**config.mk**
```make
export PLATFORM = sky130hd
export DESIGN_NAME = an_sec_decoder_seq
export DESIGN_NICKNAME = d
export VERILOG_FILES = /design/src/rtl/an_sec_decoder_seq.sv
export SDC_FILE = /design/constraint.sdc
export NUM_CORES = 1
export LEC_CHECK = 0
export CORE_ASPECT_RATIO = 0.8
export CORE_MARGIN = 1
export CORE_UTILIZATION = 50
export DETAILED_ROUTE_END_ITERATION = 7
export GPL_TIMING_DRIVEN = 0
export HOLD_SLACK_MARGIN = 0.1
export PLACE_DENSITY = 0.73
export SKIP_CTS_REPAIR_TIMING = 1
export SLEW_MARGIN = 20
export SYNTH_ARGS = -nofsm -noshare
export SYNTH_HDL_FRONTEND = slang
export SYNTH_SLANG_ARGS = --single-unit
```
**constraint.sdc**
```tcl
create_clock -name clk -period 12.8 [get_ports clk]
set_clock_uncertainty 0.15 [all_clocks]
set_input_delay 1.28 -clock clk [delete_from_list [all_inputs] [get_ports clk]]
set_output_delay 1.28 -clock clk [all_outputs]
set_load 0.005 [all_outputs]
```
**src/rtl/an_sec_decoder_seq.sv**
```systemverilog
// Sequential AN-code single-error-correcting decoder: bit-serial remainder,
// then a walk over the +/-2^k residues to locate and remove one arithmetic weight error.
module an_sec_decoder_seq #(
    parameter int CW_W = 65,
    parameter int A    = 131,
    parameter int A_W  = 8
) (
    input  logic              clk,
    input  logic              rst,
    input  logic              in_valid,
    output logic              in_ready,
    input  logic [CW_W-1:0]   in_cw,
    output logic              out_valid,
    input  logic              out_ready,
    output logic [CW_W-1:0]   out_cw,
    output logic [CW_W:0]     out_awe,
    output logic [A_W-1:0]    out_rem,
    output logic              out_err,
    output logic              out_uncorr
);

    localparam int CNT_W = (CW_W > 1) ? $clog2(CW_W) : 1;
    localparam logic [CNT_W-1:0] LAST  = CNT_W'(CW_W - 1);
    localparam logic [A_W:0]     A_EXT = (A_W + 1)'(A);

    typedef enum logic [2:0] {
        S_IDLE,
        S_REM,
        S_CHECK,
        S_SEARCH,
        S_CORR,
        S_DONE
    } state_t;

    state_t state, state_nx;

    logic [CW_W-1:0]  rcv;
    logic [A_W-1:0]   r;
    logic [A_W-1:0]   p;
    logic [CNT_W-1:0] cnt;
    logic [CNT_W-1:0] k;
    logic [CW_W-1:0]  pow;
    logic             neg;

    logic [A_W:0]     t;
    logic [A_W:0]     p2;
    logic [A_W-1:0]   r_step;
    logic [A_W-1:0]   p_step;
    logic [A_W-1:0]   a_minus_p;
    logic             hit_pos;
    logic             hit_neg;
    logic [CW_W+1:0]  c;
    logic             c_bad;
    logic [CW_W:0]    awe_val;

    assign in_ready  = (state == S_IDLE);
    assign out_valid = (state == S_DONE);

    always_comb begin
        t         = {r, rcv[cnt]};
        r_step    = (t >= A_EXT) ? A_W'(t - A_EXT) : t[A_W-1:0];
        p2        = {p, 1'b0};
        p_step    = (p2 >= A_EXT) ? A_W'(p2 - A_EXT) : p2[A_W-1:0];
        a_minus_p = A_W'(A_EXT - {1'b0, p});
        hit_pos   = (p == r);
        hit_neg   = !hit_pos && (a_minus_p == r);
        // pow holds |AWE| = 2^k; the sign lives separately in neg
        c         = neg ? ({2'b00, rcv} + {2'b00, pow}) : ({2'b00, rcv} - {2'b00, pow});
        c_bad     = |c[CW_W+1:CW_W];
        awe_val   = neg ? (~{1'b0, pow} + 1'b1) : {1'b0, pow};
    end

    always_ff @(posedge clk or posedge rst) begin
        if (rst) state <= S_IDLE;
        else     state <= state_nx;
    end

    always_comb begin
        state_nx = state;
        case (state)
            S_IDLE:   if (in_valid) state_nx = S_REM;
            S_REM:    if (cnt == '0) state_nx = S_CHECK;
            S_CHECK:  state_nx = (r == '0) ? S_DONE : S_SEARCH;
            S_SEARCH: begin
                if (hit_pos || hit_neg) state_nx = S_CORR;
                else if (k == LAST)     state_nx = S_DONE;
            end
            S_CORR:   state_nx = S_DONE;
            S_DONE:   if (out_ready) state_nx = S_IDLE;
            default:  state_nx = S_IDLE;
        endcase
    end

    always_ff @(posedge clk or posedge rst) begin
        if (rst) begin
            rcv        <= '0;
            r          <= '0;
            p          <= '0;
            cnt        <= '0;
            k          <= '0;
            pow        <= '0;
            neg        <= 1'b0;
            out_cw     <= '0;
            out_awe    <= '0;
            out_rem    <= '0;
            out_err    <= 1'b0;
            out_uncorr <= 1'b0;
        end else begin
            case (state)
                S_IDLE: begin
                    if (in_valid) begin
                        rcv <= in_cw;
                        r   <= '0;
                        cnt <= LAST;
                    end
                end
                S_REM: begin
                    r   <= r_step;
                    cnt <= cnt - 1'b1;
                end
                S_CHECK: begin
                    if (r == '0) begin
                        out_cw     <= rcv;
                        out_awe    <= '0;
                        out_rem    <= r;
                        out_err    <= 1'b0;
                        out_uncorr <= 1'b0;
                    end else begin
                        k   <= '0;
                        p   <= {{(A_W-1){1'b0}}, 1'b1};
                        pow <= {{(CW_W-1){1'b0}}, 1'b1};
                        neg <= 1'b0;
                    end
                end
                S_SEARCH: begin
                    if (hit_pos || hit_neg) begin
                        neg <= hit_neg;
                    end else if (k == LAST) begin
                        out_cw     <= rcv;
                        out_awe    <= '0;
                        out_rem    <= r;
                        out_err    <= 1'b1;
                        out_uncorr <= 1'b1;
                    end else begin
                        k   <= k + 1'b1;
                        p   <= p_step;
                        pow <= pow << 1;
                    end
                end
                S_CORR: begin
                    out_rem <= r;
                    out_err <= 1'b1;
                    if (c_bad) begin
                        out_cw     <= rcv;
                        out_awe    <= '0;
                        out_uncorr <= 1'b1;
                    end else begin
                        out_cw     <= c[CW_W-1:0];
                        out_awe    <= awe_val;
                        out_uncorr <= 1'b0;
                    end
                end
                default: ;
            endcase
        end
    end

endmodule

```
==> flow_summary.yaml, run 1 <==
status:
  outcome: "complete, no violations"
finish:
  layout_common_cells: "454 x nand2_1, 305 x dfrtp_1, 242 x o21ai_0"
  post-route-util_pct: 60.3
  nets: 3158
  mostFrequentLayoutCell: "nand2_1"
  final_cells: 3538
  drive_gt1_share_pct: 5.45
  area_growth_pct: 18.3
  final_cell_area_um2: 26200
logic_synthesis:
  synth_nets: 2909
  ys_seq_area_share_pct: 34.5
  synth-edff-count: 0
  async_reset_ff_share_pct: 100
  synth_cell_types: 86
  yosys_register_bits: 305
  yosys_warnings: 0
  synth_ff_type: "dfrtp_1"
  synthesis.area_um2: 22100
  synthCells: 2699
  synth.avg_cell_area_um2: 8.20
pwr:
  p_switching_uw: 468
  power.share.sequential_pct: 47.2
  ir_drop_mv: 0.0884
  p_leak_uw: 0.0121
  power_density_nw_per_um2: 77.9
  switching_share_pct: 22.9
  clockPowerShare_pct: 50.7
  combPwrFrac_pct: 2.1
  internal_power_uw: 1570
route:
  wl_um: 93400
  ant_nets: 0
  first_pass_iters: 8
  drt_iter0_drc: 2695
  num_vias: 22910
  wl_per_cell_um: 26.4
  routed_via_density: 6.48
  drc: 0
worst_setup_path:
  critPathKind: "reg -> reg"
  worst_setup_path_end_kind: "flop"
  cp_max_fo: 10
  required_ps: 13070
  start_kind: "flop"
  startpoint: "pow[24]$_DFFE_PP0P_"
  r2r_start: "pow[24]$_DFFE_PP0P_"
  arrival_ps: 5660
worst_hold_path:
  hold_path.class: "reg -> reg"
  holdCritStartpoint: "out_awe[23]$_DFFE_PP0P_"
sta:
  rsz0062_at_grt: "false"
  period_minus_slack_ps: 5390
  worst_pin_slew_ps: 1290
  final-setup-viol-count: 0
  slew_headroom_pct: 13.8
  final-max-slew-violation-count: 0
  hold_viol_final: 0
  fmax_mhz: 185
  finalCritPeriodShare_pct: 42.1
place:
  place_congestion: 1.02
  dpl.hpwl_um: 72800
  portBuffers: 211
  placedInstanceArea_um2: 25000
  dp_cells: 3472
clock_network:
  worstSkewPairLatency_ps: 570
  cts_buffers: 34
  clock_sinks: 305
  h-tree-depth: 2
  ctsRootBufferMaster: "clkbuf_16"
  cts_buffer_depth: 3
  cts_tree: "done"
  path_clk_slew_ps: 60
floorplanning:
  coreArea_um2: 43400
  fp-row-count: 68
  dieArea_um2: 45100
  die_x_um: 237
  start_util_pct: 51.0
  io_pins: 212
  die_y_um: 190
global_routing:
  grt_pass1_wl_um: 138000
  overflow: 0
  gr-usage-all-layers_pct: 41.2
  antenna_found_initial: 3
  grt_start_max_net_pins: 106
  grt_pass1_vias: 21502
job:
  max_cap_violations: 0
-- metal layers --
| layer | vias up | global-route usage (%) | wire length (µm) |
|---|---|---|---|
| li1 | 10098 | - | - |
| met1 | 11212 | 61.4 | 41300 |
| met2 | 1437 | 55.9 | 37200 |
| met3 | 163 | 12.4 | 12000 |
| met4 | 0 | 13.5 | 2870 |
| met5 | - | 0 | 0 |
-- sequential cells by signal, summed over array words and instances (netlist names) --
name        cells
state           3
out_rem         8
cnt             7
out_cw         65
out_awe        66
neg             1
out_uncorr      1
pow            65
k               7
rcv            65
p               8
r               8
out_err         1
-- layout make-up --
type                       instances  area (µm²)
multi-input combinational       2085       13300
tap                              560         701
timing repair buffer             213        2170
inverter                         141         537
clock inverter                    11         104
sequential                       305        7630
antenna                            4        10.0
fill                            3793       17200
clock buffer                      51        1040
buffer                           168         716
-- cells in the mapped netlist (all sizes together) (22+ instances only) --
cell type	count	area, µm²
a21o	30	225
a21oi	215	1080
a22o	71	622
buf	47	255
clkbuf	121	454
dfrtp	305	7630
ha	139	1740
inv	140	526
mux2i	26	260
nand2	454	1700
nand3	53	265
nand4	32	200
nor2	154	581
nor3	51	260
nor4	29	188
o211ai	22	165
o21ai	267	1350
o21bai	32	240
o31ai	50	380
xnor2	136	1190
-- stage by stage --
stage	setup slack (ps)	power (µW)	TNS [ps]	hold WS, ps
final	7410	2040	0	326
after global routing	7240	2080	0	351
after CTS	7640	2040	0	328
after floorplan	2940	997	0	320
after global placement	-432	1020	-119640	308
after detailed placement	7650	1030	0	313
-- cell families (layout without fill, tap and decap cells) --
group           after synthesis  after routing  synth area share (%)
compound gates              854            854                  24.6
xor+xnor                    147            147                  5.82
fa+ha+maj                   141            141                  8.04
buf+inv                     309            584                  5.60
flops                       305            305                  34.5
mux                          49             49                  3.31
other cells                   0              4                     0
simple gates                894            894                  18.1
-- power by group through the flow --
stage	registers, µW	logic (µW)	clock network, µW
2_1_floorplan	982	14.3	0
3_3_place_gp	983	40.0	0
3_5_place_dp	982	43.9	0
4_1_cts	964	44.0	1030
5_1_grt	963	47.8	1070
6_report	964	42.8	1030
-- critical path: stages, from the launching register on --
cell      delay [ps]
dfrtp_1          500
inv_1            140
ha_1             320
buf_2            250
inv_1            130
a21oi_2          460
o21ai_0          220
a211oi_1         380
o221ai_1         190
nor3_1           800
o22ai_1          270
a211oi_1         360
buf_4            320
buf_6            270
nor2_1            60
a21oi_1          300
o21ai_0          120
-- final timing paths --
kind / end / slack [ps] / depth (start not counted)
worst max-delay path: out_cw[1]$_DFFE_PP0P_ / 7410 / 16
worst min-delay path: out_awe[23]$_DFFE_PP0P_ / 330 / 2
worst max register to register: out_cw[1]$_DFFE_PP0P_ / 7410 / 16
worst min register to register: out_awe[23]$_DFFE_PP0P_ / 330 / 2
max in group asynchronous: rcv[29]$_DFFE_PP0P_ / 10000 / 4
min in group asynchronous: rcv[3]$_DFFE_PP0P_ / 1060 / 2
Note: power is estimated with default switching activity, not from simulation.
==> inputs of run 2 (changes only) <==
Settings changed: PLACE_DENSITY 0.73 to 0.76.
Clock period 12.8 ns to 4.3 ns, I/O delays scaled along.
==> run 2 against run 1 <==
The run now ends with setup timing left. Global-route usage increased by 0.50 points. Core utilization up 2.3 points. Critical path depth is the same. First-iteration DRC count shrank 0.22%. Critical path type unchanged. Critical endpoint is now out_cw[32]$_DFFE_PP0P_. Largest cell class unchanged. Largest power group unchanged.
==> flow_summary.yaml, run 2 (synthesis gave the netlist of run 1 again) <==
global_routing:
  grt_start_max_net_pins: 36
  gr-usage-all-layers_pct: 41.7
  overflow: 0
  grt_pass1_vias: 21942
  grt_pass1_wl_um: 140000
  antenna_found_initial: 2
pwr:
  power_density_nw_per_um2: 225
  combPwrFrac_pct: 2.3
  power.share.sequential_pct: 46.9
  clockPowerShare_pct: 50.8
  internal_power_uw: 4760
  switching_share_pct: 22.2
  ir_drop_mv: 0.276
  p_switching_uw: 1360
  p_leak_uw: 0.0125
finish:
  top_register: "out_awe"
  layout_common_cells: "453 x nand2_1, 294 x dfrtp_1, 241 x o21ai_0"
  post-route-util_pct: 62.6
  largest_register_ffs: 66
  drive_gt1_share_pct: 9.93
  final_cells: 3555
  mostFrequentLayoutCell: "nand2_1"
  nets: 3176
  area_growth_pct: 22.8
route:
  num_vias: 23304
  drc: 0
  wl_per_cell_um: 26.9
  drt_iter0_drc: 2689
  wl_um: 95700
  first_pass_iters: 6
  routed_via_density: 6.56
  ant_nets: 0
place:
  dp_cells: 3480
  portBuffers: 211
  place_congestion: 1.03
  dp_slack_ps: -1040
  dpl.hpwl_um: 73600
status:
  violations: "setup timing"
  outcome: "finished, violations left"
worst_setup_path:
  worst_setup_path_end_kind: "flop"
  rrSetupSlack_ps: -40
  r2r_start: "pow[9]$_DFFE_PP0P_"
  required_ps: 4570
  cp_max_fo: 10
  r2r-end: "out_cw[32]$_DFFE_PP0P_"
  rr_worst_depth: 16
  start_kind: "flop"
  critPathKind: "reg -> reg"
  arrival_ps: 4620
sta:
  finalWorstSetupSlack_ps: -44.7
  final-setup-viol-count: 7
  worst_pin_slew_ps: 1280
  finalCritPeriodShare_pct: 101
  finalSetupTns_ps: -169
  fmax_mhz: 230
  period_minus_slack_ps: 4340
  final-max-slew-violation-count: 0
  hold_viol_final: 0
  slew_headroom_pct: 14.6
  hold_ws_ps: 136
floorplanning:
  die_x_um: 237
  die_y_um: 190
  io_pins: 212
  fp-row-count: 68
  start_util_pct: 51.0
  dieArea_um2: 45100
  coreArea_um2: 43400
clock_network:
  cts_tree: "done"
  clock_sinks: 305
  ctsRootBufferMaster: "clkbuf_16"
  worstSkewPairLatency_ps: 560
  cts_buffers: 34
  h-tree-depth: 2
  cts_buffer_depth: 3
  path_clk_slew_ps: 60
job:
  max_cap_violations: 0
worst_hold_path:
  hold_path.class: "in -> async"
-- run 2: cell count changes in the layout (fill, tap and decap cells not counted), moves of 6 or more --
cell	before	now
clkbuf_2	3	22
a21oi_1	214	204
dfrtp_2	0	11
buf_2	32	20
buf_4	5	29
a21oi_2	1	9
buf_12	0	9
nor3_1	49	43
dfrtp_1	305	294
clkbuf_4	0	7
clkbuf_1	126	91
-- run 2: layout make-up --
cell class                      instances  area [µm²]
Sequential cell                       305        7650
Tap cell                              560         701
Clock inverter                          8         108
Fill cell                            3694       16200
Timing Repair Buffer                  244        2480
Inverter                              141         541
Clock buffer                           53        1060
Buffer                                155         776
Antenna cell                            4        10.0
Multi-Input combinational cell       2085       13800
-- run 2: through the flow --
| step | cell area, µm² | power, µW |
|---|---|---|
| 2_1_floorplan | 22100 | 2970 |
| 3_3_place_gp | 24900 | 3050 |
| 3_5_place_dp | 25100 | 3070 |
| 4_1_cts | 26300 | 6120 |
| 5_1_grt | 27200 | 6250 |
| 6_report | 27200 | 6120 |
-- run 2: metal layers --
metal	track usage, %	vias to the layer above	wire length (µm)
met5	0	-	0
met2	56.8	1442	37800
li1	-	10133	-
met4	15.5	0	3990
met3	11.8	213	11800
met1	61.8	11516	42100
-- run 2: critical path: stages, from the launching register on --
cell and delay [ps]:
dfrtp_1 440, inv_1 120, ha_1 390, nand2_2 130
nor3_4 260, buf_4 160, a221oi_4 80, a211oi_4 420
o21ai_4 150, a2111oi_4 310, buf_4 200, o21ai_2 130
a211oi_4 320, buf_6 250, buf_6 260, mux2i_1 310
o21ai_1 100
-- run 2: worst max path at each step --
stage / start / endpoint / slack, ps
4_1_cts: pow[28]$_DFFE_PP0P_ / out_awe[59]$_DFFE_PP0P_ / -1060
3_5_place_dp: pow[28]$_DFFE_PP0P_ / out_awe[31]$_DFFE_PP0P_ / -1040
3_3_place_gp: rst / out_awe[47]$_DFFE_PP0P_ / -2340
6_report: pow[9]$_DFFE_PP0P_ / out_cw[32]$_DFFE_PP0P_ / -40
2_1_floorplan: rst / cnt[0]$_DFFE_PP0P_ / -340
5_1_grt: pow[10]$_DFFE_PP0P_ / out_cw[10]$_DFFE_PP0P_ / -100
-- run 2: power by group through the flow --
stage,Combinational (µW),Sequential (µW),Clock (µW)
after global placement,120,2930,0
after global routing,156,2870,3220
after CTS,145,2870,3100
final,142,2870,3110
after floorplan,42.9,2920,0
after detailed placement,144,2920,0
